<file path="src/rtl/video_pkg.sv">
// video_pkg: shared screen geometry and fetch FSM state encoding for the video path.
package video_pkg;
  localparam int SCREEN_WIDTH = 320;
  localparam int SCREEN_HEIGHT = 240;
  typedef enum logic [1:0] {FETCH_IDLE, FETCH_ACTIVE, FETCH_DONE} fetch_state_t;
endpackage

</file>
<file path="src/rtl/pixel_fifo.sv">
// pixel_fifo: first-word-fall-through pixel FIFO; dout shows the head, or 0 when empty.
module pixel_fifo #(
  parameter int DEPTH = 16,
  localparam int AW = $clog2(DEPTH),
  localparam int CW = AW + 1
) (
  input  logic          clock,
  input  logic          reset,
  input  logic          push,
  input  logic          pop,
  input  logic          flush,
  input  logic [7:0]    din,
  output logic [7:0]    dout,
  output logic          full,
  output logic          empty,
  output logic [CW-1:0] count
);
  logic [7:0] mem [DEPTH];
  logic [AW-1:0] rd_ptr, wr_ptr;
  logic do_push, do_pop;
  // full is judged on the occupancy before any same-cycle pop
  assign full = count == CW'(DEPTH);
  assign empty = count == '0;
  assign do_push = push && !full;
  assign do_pop = pop && !empty;
  assign dout = empty ? 8'h00 : mem[rd_ptr];
  always_ff @(posedge clock) begin
    if (reset || flush) begin
      rd_ptr <= '0;
      wr_ptr <= '0;
      count <= '0;
    end else begin
      if (do_push) mem[wr_ptr] <= din;
      if (do_push) wr_ptr <= wr_ptr + 1'b1;
      if (do_pop) rd_ptr <= rd_ptr + 1'b1;
      count <= count + CW'(do_push) - CW'(do_pop);
    end
  end
endmodule

</file>
<file path="src/rtl/video_fetch_buffer.sv">
// video_fetch_buffer: raster-order pixel prefetcher feeding a FWFT FIFO for display timing.
// Optional VIDEO_FETCH_UNDERFLOW_COUNT_EN adds a saturating 16-bit underflowCount output.
module video_fetch_buffer
  import video_pkg::*;
#(
  parameter int DEPTH = 16,
  parameter int WIDTH = SCREEN_WIDTH,
  parameter int HEIGHT = SCREEN_HEIGHT
) (
  input  logic       clock,
  input  logic       reset,
  input  logic       frameStart,
  output logic [8:0] videoXCoord,
  output logic [7:0] videoYCoord,
  input  logic [7:0] videoData,
  input  logic       videoDataReady,
  input  logic       pixelRead,
  output logic [7:0] pixelData,
  output logic       pixelValid,
  output logic       frameDone,
  output logic       underflow
`ifdef VIDEO_FETCH_UNDERFLOW_COUNT_EN
  , output logic [15:0] underflowCount
`endif
);
  fetch_state_t state, next_state;
  logic full, empty, accept, last_x, last_pixel, empty_pop;
  logic [$clog2(DEPTH):0] fill;
  assign last_x = videoXCoord == 9'(WIDTH - 1);
  assign last_pixel = last_x && videoYCoord == 8'(HEIGHT - 1);
  assign accept = state == FETCH_ACTIVE && videoDataReady && !frameStart && !full;
  assign empty_pop = pixelRead && empty && !frameStart;
  assign pixelValid = fill != '0;
  assign frameDone = state == FETCH_DONE;
  always_comb begin
    next_state = state;
    next_state = frameStart ? FETCH_ACTIVE : (accept && last_pixel) ? FETCH_DONE : state;
  end
  always_ff @(posedge clock) begin
    if (reset) state <= FETCH_IDLE;
    else state <= next_state;
  end
  // the final pixel's coordinates are held so DONE keeps presenting it
  always_ff @(posedge clock) begin
    if (reset || frameStart) begin
      videoXCoord <= '0;
      videoYCoord <= '0;
    end else if (accept && !last_pixel) begin
      videoXCoord <= last_x ? 9'd0 : videoXCoord + 9'd1;
      videoYCoord <= last_x ? videoYCoord + 8'd1 : videoYCoord;
    end
  end
  always_ff @(posedge clock) begin
    if (reset || frameStart) underflow <= 1'b0;
    else if (empty_pop) underflow <= 1'b1;
  end
`ifdef VIDEO_FETCH_UNDERFLOW_COUNT_EN
  always_ff @(posedge clock) begin
    if (reset) underflowCount <= '0;
    else if (empty_pop && underflowCount != 16'hFFFF) underflowCount <= underflowCount + 16'd1;
  end
`endif
  pixel_fifo #(.DEPTH(DEPTH)) fifo (
    .clock(clock),
    .reset(reset),
    .push(accept),
    .pop(pixelRead && !frameStart),
    .flush(frameStart),
    .din(videoData),
    .dout(pixelData),
    .full(full),
    .empty(empty),
    .count(fill)
  );
endmodule

</file>
<file path="config.mk">
export PLATFORM = sky130hd
export DESIGN_NAME = video_fetch_buffer
export DESIGN_NICKNAME = d
export VERILOG_FILES = /design/src/rtl/video_pkg.sv /design/src/rtl/pixel_fifo.sv /design/src/rtl/video_fetch_buffer.sv
export SDC_FILE = /design/constraint.sdc
export NUM_CORES = 1
export LEC_CHECK = 0
export CORE_MARGIN = 10
export CORE_UTILIZATION = 56
export CTS_CLUSTER_DIAMETER = 150
export CTS_CLUSTER_SIZE = 16
export DETAILED_ROUTE_END_ITERATION = 12
export PLACE_DENSITY = 0.85
export SYNTH_ARGS = -nofsm -noshare
export SYNTH_HDL_FRONTEND = slang
export SYNTH_SLANG_ARGS = --single-unit
export TNS_END_PERCENT = 10
</file>
<file path="constraint.sdc">
create_clock -name clock -period 4.35 [get_ports clock]
set_input_delay 0.435 -clock clock [delete_from_list [all_inputs] [get_ports clock]]
set_output_delay 0.435 -clock clock [all_outputs]
set_load 0.01 [all_outputs]
</file>
After elaboration in Yosys (flattened, before gate mapping)
Memory sizes are Yosys's and may differ from the RTL's. A register that Yosys moved wholly into a read port is not among the register bits.
Cells that the tools add are included.
{"block": "totals", "inputBits": 13, "memories": 1, "register_bits": 33, "ramBits": 128, "elab_cells": 50, "out_inout_bits": 28}
{"block": "classes", "n_eq_ne": 5, "muxes": 9, "reduce_logical": 21, "add_sub_neg": 6}
{"memory": "fifo.mem", "depth": 16, "width": 8, "rd": 1, "rd_clocked_by_memory_dff": 1, "wr": 1, "line": "pixel_fifo.sv:18", "text": "logic [7:0] mem [DEPTH];"}
{"cell": "logical AND 1 bit", "n": 11}
{"cell": "adder 9 x 1 -> 9 bit, second input constant", "n": 1}
{"cell": "== test 9 bit, second input constant", "n": 1}
{"cell": "2-to-1 mux 9 bit", "n": 1}
{"cell": "adder 4 x 1 -> 4 bit, second input constant", "n": 2}
{"cell": "adder 8 x 1 -> 8 bit, second input constant", "n": 1}
{"cell": "== test 8 bit, second input constant", "n": 1}
{"cell": "2-to-1 mux 4 bit", "n": 2}
{"cell": "2-to-1 mux 8 bit", "n": 1}
{"cell": "adder 5 x 1 -> 5 bit", "n": 1}
{"cell": "== test 5 bit, second input constant", "n": 1}
{"cell": "zero test 5 bit", "n": 1}
{"cell": "2-to-1 mux 1 bit", "n": 5}
{"cell": "nonzero test 5 bit", "n": 1}
{"cell": "subtractor 5 x 1 -> 5 bit", "n": 1}
{"cell": "zero test 1 bit", "n": 4}
{"cell": "== test 2 x 1 -> 1 bit, second input constant", "n": 1}
{"cell": "== test 2 bit, second input constant", "n": 1}
{"cell": "AND reduction 2 bit", "n": 1}
{"cell": "nonzero test 2 bit", "n": 1}
{"cell": "OR reduction 2 bit", "n": 1}
{"cell": "logical OR 1 bit", "n": 1}

Logic depth before layout (Yosys ltp)
{"block": "depth", "depth_word": 8, "mapped_depth": 13, "ltp_nobuf": 13}

Modules after synthesis
Synthesis repeated with hierarchy kept, for this count alone.
{"block": "hier_totals", "cells_unflattened": 442, "area_unflattened_um2": 6971.7}
{"module": "pixel_fifo", "instances": 1, "cells_per_inst": 314, "seq_area_each_um2": 4184.0, "area_per_inst_um2": 5865.6}
{"module": "video_fetch_buffer", "instances": 1, "cells_per_inst": 128, "seq_area_each_um2": 400.4, "area_per_inst_um2": 1106.1}

Least setup slack after synthesis
No wires, ideal clock.
{"block": "synth_path", "kind": "register to register", "startpoint": "register fifo.count[3]", "endpoint": "register fifo.count[4]", "arrival_ns": 2.584, "path_buffers": 0, "t_required_ns": 4.229, "setup_ns": 0.121, "path_slack_ns": 1.645, "period_less_slack_ns": 2.705, "stages_incl_launch_ff": 14, "path_cell_list": "dfxtp_1 -> inv_1 -> ha_1 -> nor4b_1 -> nor2_1 -> ha_1 -> inv_1 -> ha_1 -> inv_1 -> fa_1 -> nand2b_1 -> a21oi_1 -> o21ai_0 -> nor3b_1"}
{"block": "synth_between", "elab_cells_between_ends": 9, "cone_classes": "2 x add/sub; 1 x eq/ne; 6 x reduce/logical"}
{"element": "start: declaration", "line": "pixel_fifo.sv:16", "text": "output logic [CW-1:0] count"}
{"element": "start signal: assignment", "line": "pixel_fifo.sv:36", "text": "count <= count + CW'(do_push) - CW'(do_pop);"}
{"element": "zero test 5 bit", "line": "pixel_fifo.sv:23", "text": "assign empty = count == '0;"}
{"element": "zero test 1 bit", "line": "pixel_fifo.sv:25", "text": "assign do_pop = pop && !empty;"}
{"element": "logical AND 1 bit", "line": "pixel_fifo.sv:25"}
{"element": "net fifo.do_pop", "line": "pixel_fifo.sv:20", "text": "logic do_push, do_pop;"}
{"element": "subtractor 5 x 1 -> 5 bit", "line": "pixel_fifo.sv:36"}
The timed path passes the listed nets, and every way through them passes these cells.
A chain may end at the register's enable or synchronous reset.

==> metrics.csv <==
stage,metric,value,unit
outcome,status,completed,
yosys,Main synth FF type,edfxtp_1,
grt,pin count of the biggest net entering global routing,33,
routing,Vias,4063,
setup_path,critical path class,reg -> out,
timing,RSZ-0062 raised after global routing,no,
yosys,Cells after Synth,453,
routing,via-per-instance ratio,6.028,
yosys,Syn Std Cell Area,0.006969,mm2
clock_network,Clock Pin Slew Worst Setup and Hold Paths,0.06,ns
yosys,top cell type's share of synthesized area,55.15,%
die,I/O Pins,41,
place,# port buffers,40,
setup_path,most frequent CP cell,a211oi_1,
clock_network,Root Driver,clkbuf_16,
yosys,ys async rst share,0,%
timing,Slew HR,44.29,%
yosys,synthesized flop and latch total,165,
grt,met1 GRT Util,21.19,%
layout,"commonest non-fill, non-tap cell in the layout",edfxtp_1,
yosys,sequential share of the synthesized area,65.78,%
yosys,Avg Inst Size Synth,15.38,um2
clock_network,PostCTS Resize Cnt,0,
yosys,Unique masters post-synth,53,
setup_path,WP data required,3.91,ns
layout,# diodes,0,
timing,worst-case clock skew,0.009050,ns
grt,Tot GR Track Use,17.26,%
die,Initial Utilization,57.54,%
layout,NumNets Final,520,
layout,synthesis-to-finish area growth,15.82,%
routing,initial drt markers,368,
clock_network,hold_buf cts,0,
pwr,largest vdd supply drop,0.2245,mV
grt,most used routing layer,met2,
setup_path,crit-path cells,mux4_2 -> nor2b_1 -> a211oi_1 -> a211oi_1 -> clkdlybuf4s50_1,
yosys,Synthesized Nets,480,
routing,First-pass DRT Iterations,7,
min_path,hold crit path type,reg -> reg,
yosys,Post-synth EDFFs,128,
timing,post-route setup TNS,0,ns
clock_network,CTS Sinks,165,
setup_path,crit-path max cell delay,0.87,ns
timing,f_max,277.8,MHz
layout,fin area,0.008071,mm2
place,GPL Wtd Cong,0.8987,
routing,antenna-violating nets left,0,
yosys,cell accounting for the most synthesized area,edfxtp_1,
place,Placed Area,0.007505,mm2
clock_network,Longest Clk Path Bufs,2,
die,die width,131.6,um
setup_path,CP endpoint kind,output port,
setup_path,Worst Path Arrival,3.17,ns
setup_path,Critical-path top delay cell,dfxtp_2,
timing,Setup-failing EPs final,0,
layout,most frequent cells in the layout,"edfxtp_1 (128), clkdlybuf4s50_1 (40), dfxtp_1 (36)",
yosys,synth warn,0,
timing,Fin. Hold Viols,0,
routing,residual DRC count,0,
routing,routed wire length,14.68,mm
place,hpwl dp,9.772,mm
grt,vias in the first global route,4136,
die,Core Box Area,0.01211,mm2
timing,worst-margin pin slew,0.8357,ns
grt,antenna violations before repair,0,
timing,minimum clock period,3.600,ns
pwr,total power,3.335,mW
routing,routed len/inst,21.78,um
clock_network,Skew-Pair Late Insertion Delay,0.42,ns
setup_path,CP startpoint kind,register,
clock_network,Num CTS Buffers,17,
grt,met2 Resource Use GR,28.36,%
layout,FILL cells,846,
pwr,P_leak,2.525,nW
setup_path,critical path peak fanout,26,
clock_network,Post-CTS Setup Bufs,0,
die,die height,131.6,um
run,Max Cap Violations,0,
layout,share of layout cells above drive strength 1,15.02,%
grt,met3 Track Usage GR,4.649,%
grt,GRT overflow,0,
die,die area,0.01731,mm2
timing,Tcrit/Tclk final,82.76,%
die,placement row count,40,
timing,Slew Limit Fails,0,
timing,final hold slack,0.4865,ns
grt,first-pass GRT wire length,23.09,mm
clock_network,H-tree depth,4,
pwr,P per Cell Area,413.1,mW/mm2
yosys,top post-synthesis cells by area,"edfxtp_1 (55%), dfxtp_1 (11%), mux4_2 (10%)",
clock_network,CTS tree,built,
-- cell families (layout without fill, tap and decap cells) --
| kind of cell | Yosys count | count (layout) | synth area share, % |
|---|---|---|---|
| XOR/XNOR | 9 | 9 | 1.131 |
| flip-flops | 165 | 165 | 65.78 |
| buffers and inverters | 43 | 96 | 2.747 |
| AND/OR/NAND/NOR | 126 | 126 | 10.49 |
| adder cells (fa/ha/maj) | 14 | 14 | 2.621 |
| multiplexers | 46 | 46 | 12.35 |
| AO/OA/AOI/OAI | 50 | 50 | 4.883 |
-- registers in the layout, summed over array words and instances, names as in the netlist, named ones only --
register,cells
fifo.wr_ptr,4
underflow,1
state,2
videoXCoord,9
fifo.rd_ptr,4
fifo.count,5
fifo.mem,128
videoYCoord,8
-- worst paths after layout --
check | slack (ns) | to | start | cells after the start
min reg2reg | 0.49 | underflow | underflow | 2
max | 0.75 | pixelData[2] | register | 5
min | 0.49 | underflow | underflow | 2
max reg2reg | 1.49 | fifo.mem[4][0] | fifo.count[2] | 6
-- synth_stat cells, types with 3 or more instances --
library cell,n
clkbuf_1,12
or2_2,3
nor2b_1,10
nor3_1,6
edfxtp_1,128
buf_2,7
a21oi_1,11
xnor2_1,8
nand4b_1,4
a31oi_1,3
nand2_1,21
o21ai_0,5
dfxtp_1,37
a211oi_1,16
mux4_2,32
or3_1,7
mux2i_1,14
nand4_1,6
nand3_1,7
nor2_1,24
o31ai_1,4
inv_1,18
nor4_1,4
ha_1,13
and2_1,13
or4_1,5
-- power breakdown --
| part | total, mW | internal [mW] | switching [mW] |
|---|---|---|---|
| Sequential | 1.71 | 1.70 | 0.00646 |
| Clock | 1.42 | 0.842 | 0.581 |
| Combinational | 0.202 | 0.0893 | 0.112 |
-- layout make-up --
cell class | count | area, um2 | area share [%]
inverter | 19 | 71.32 | 0.8836
sequential | 165 | 4586 | 56.81
tap | 168 | 210.2 | 2.604
timing repair buffer | 45 | 437.9 | 5.426
clock buffer | 19 | 432.9 | 5.364
multi-input combinational | 245 | 2200 | 27.25
clock inverter | 13 | 133.9 | 1.659
-- metal layers --
metal  vias to the layer above  wire [um]
met5                         -          0
met4                         0        265
met3                        25        998
met2                       175       7465
met1                      2028       5952
li1                       1835          -
-- per-stage QoR --
stage	std cells	utilization (%)	setup slack [ns]
final	674	66.64	0.7499
after global routing	674	66.64	0.6645
after CTS	674	66.64	0.7524
after detailed placement	642	61.96	1.076
after global placement	642	61.96	1.230
after floorplan	453	-	1.645
-- worst max-delay path, delay by kind of cell (launching register included) --
family	cells	cell delay, ns
flip-flops	1	0.87
buffers and inverters	1	0.54
AND/OR/NAND/NOR	1	0.16
AO/OA/AOI/OAI	2	0.55
multiplexers	1	0.61
Power figures use the tool's default switching activity.
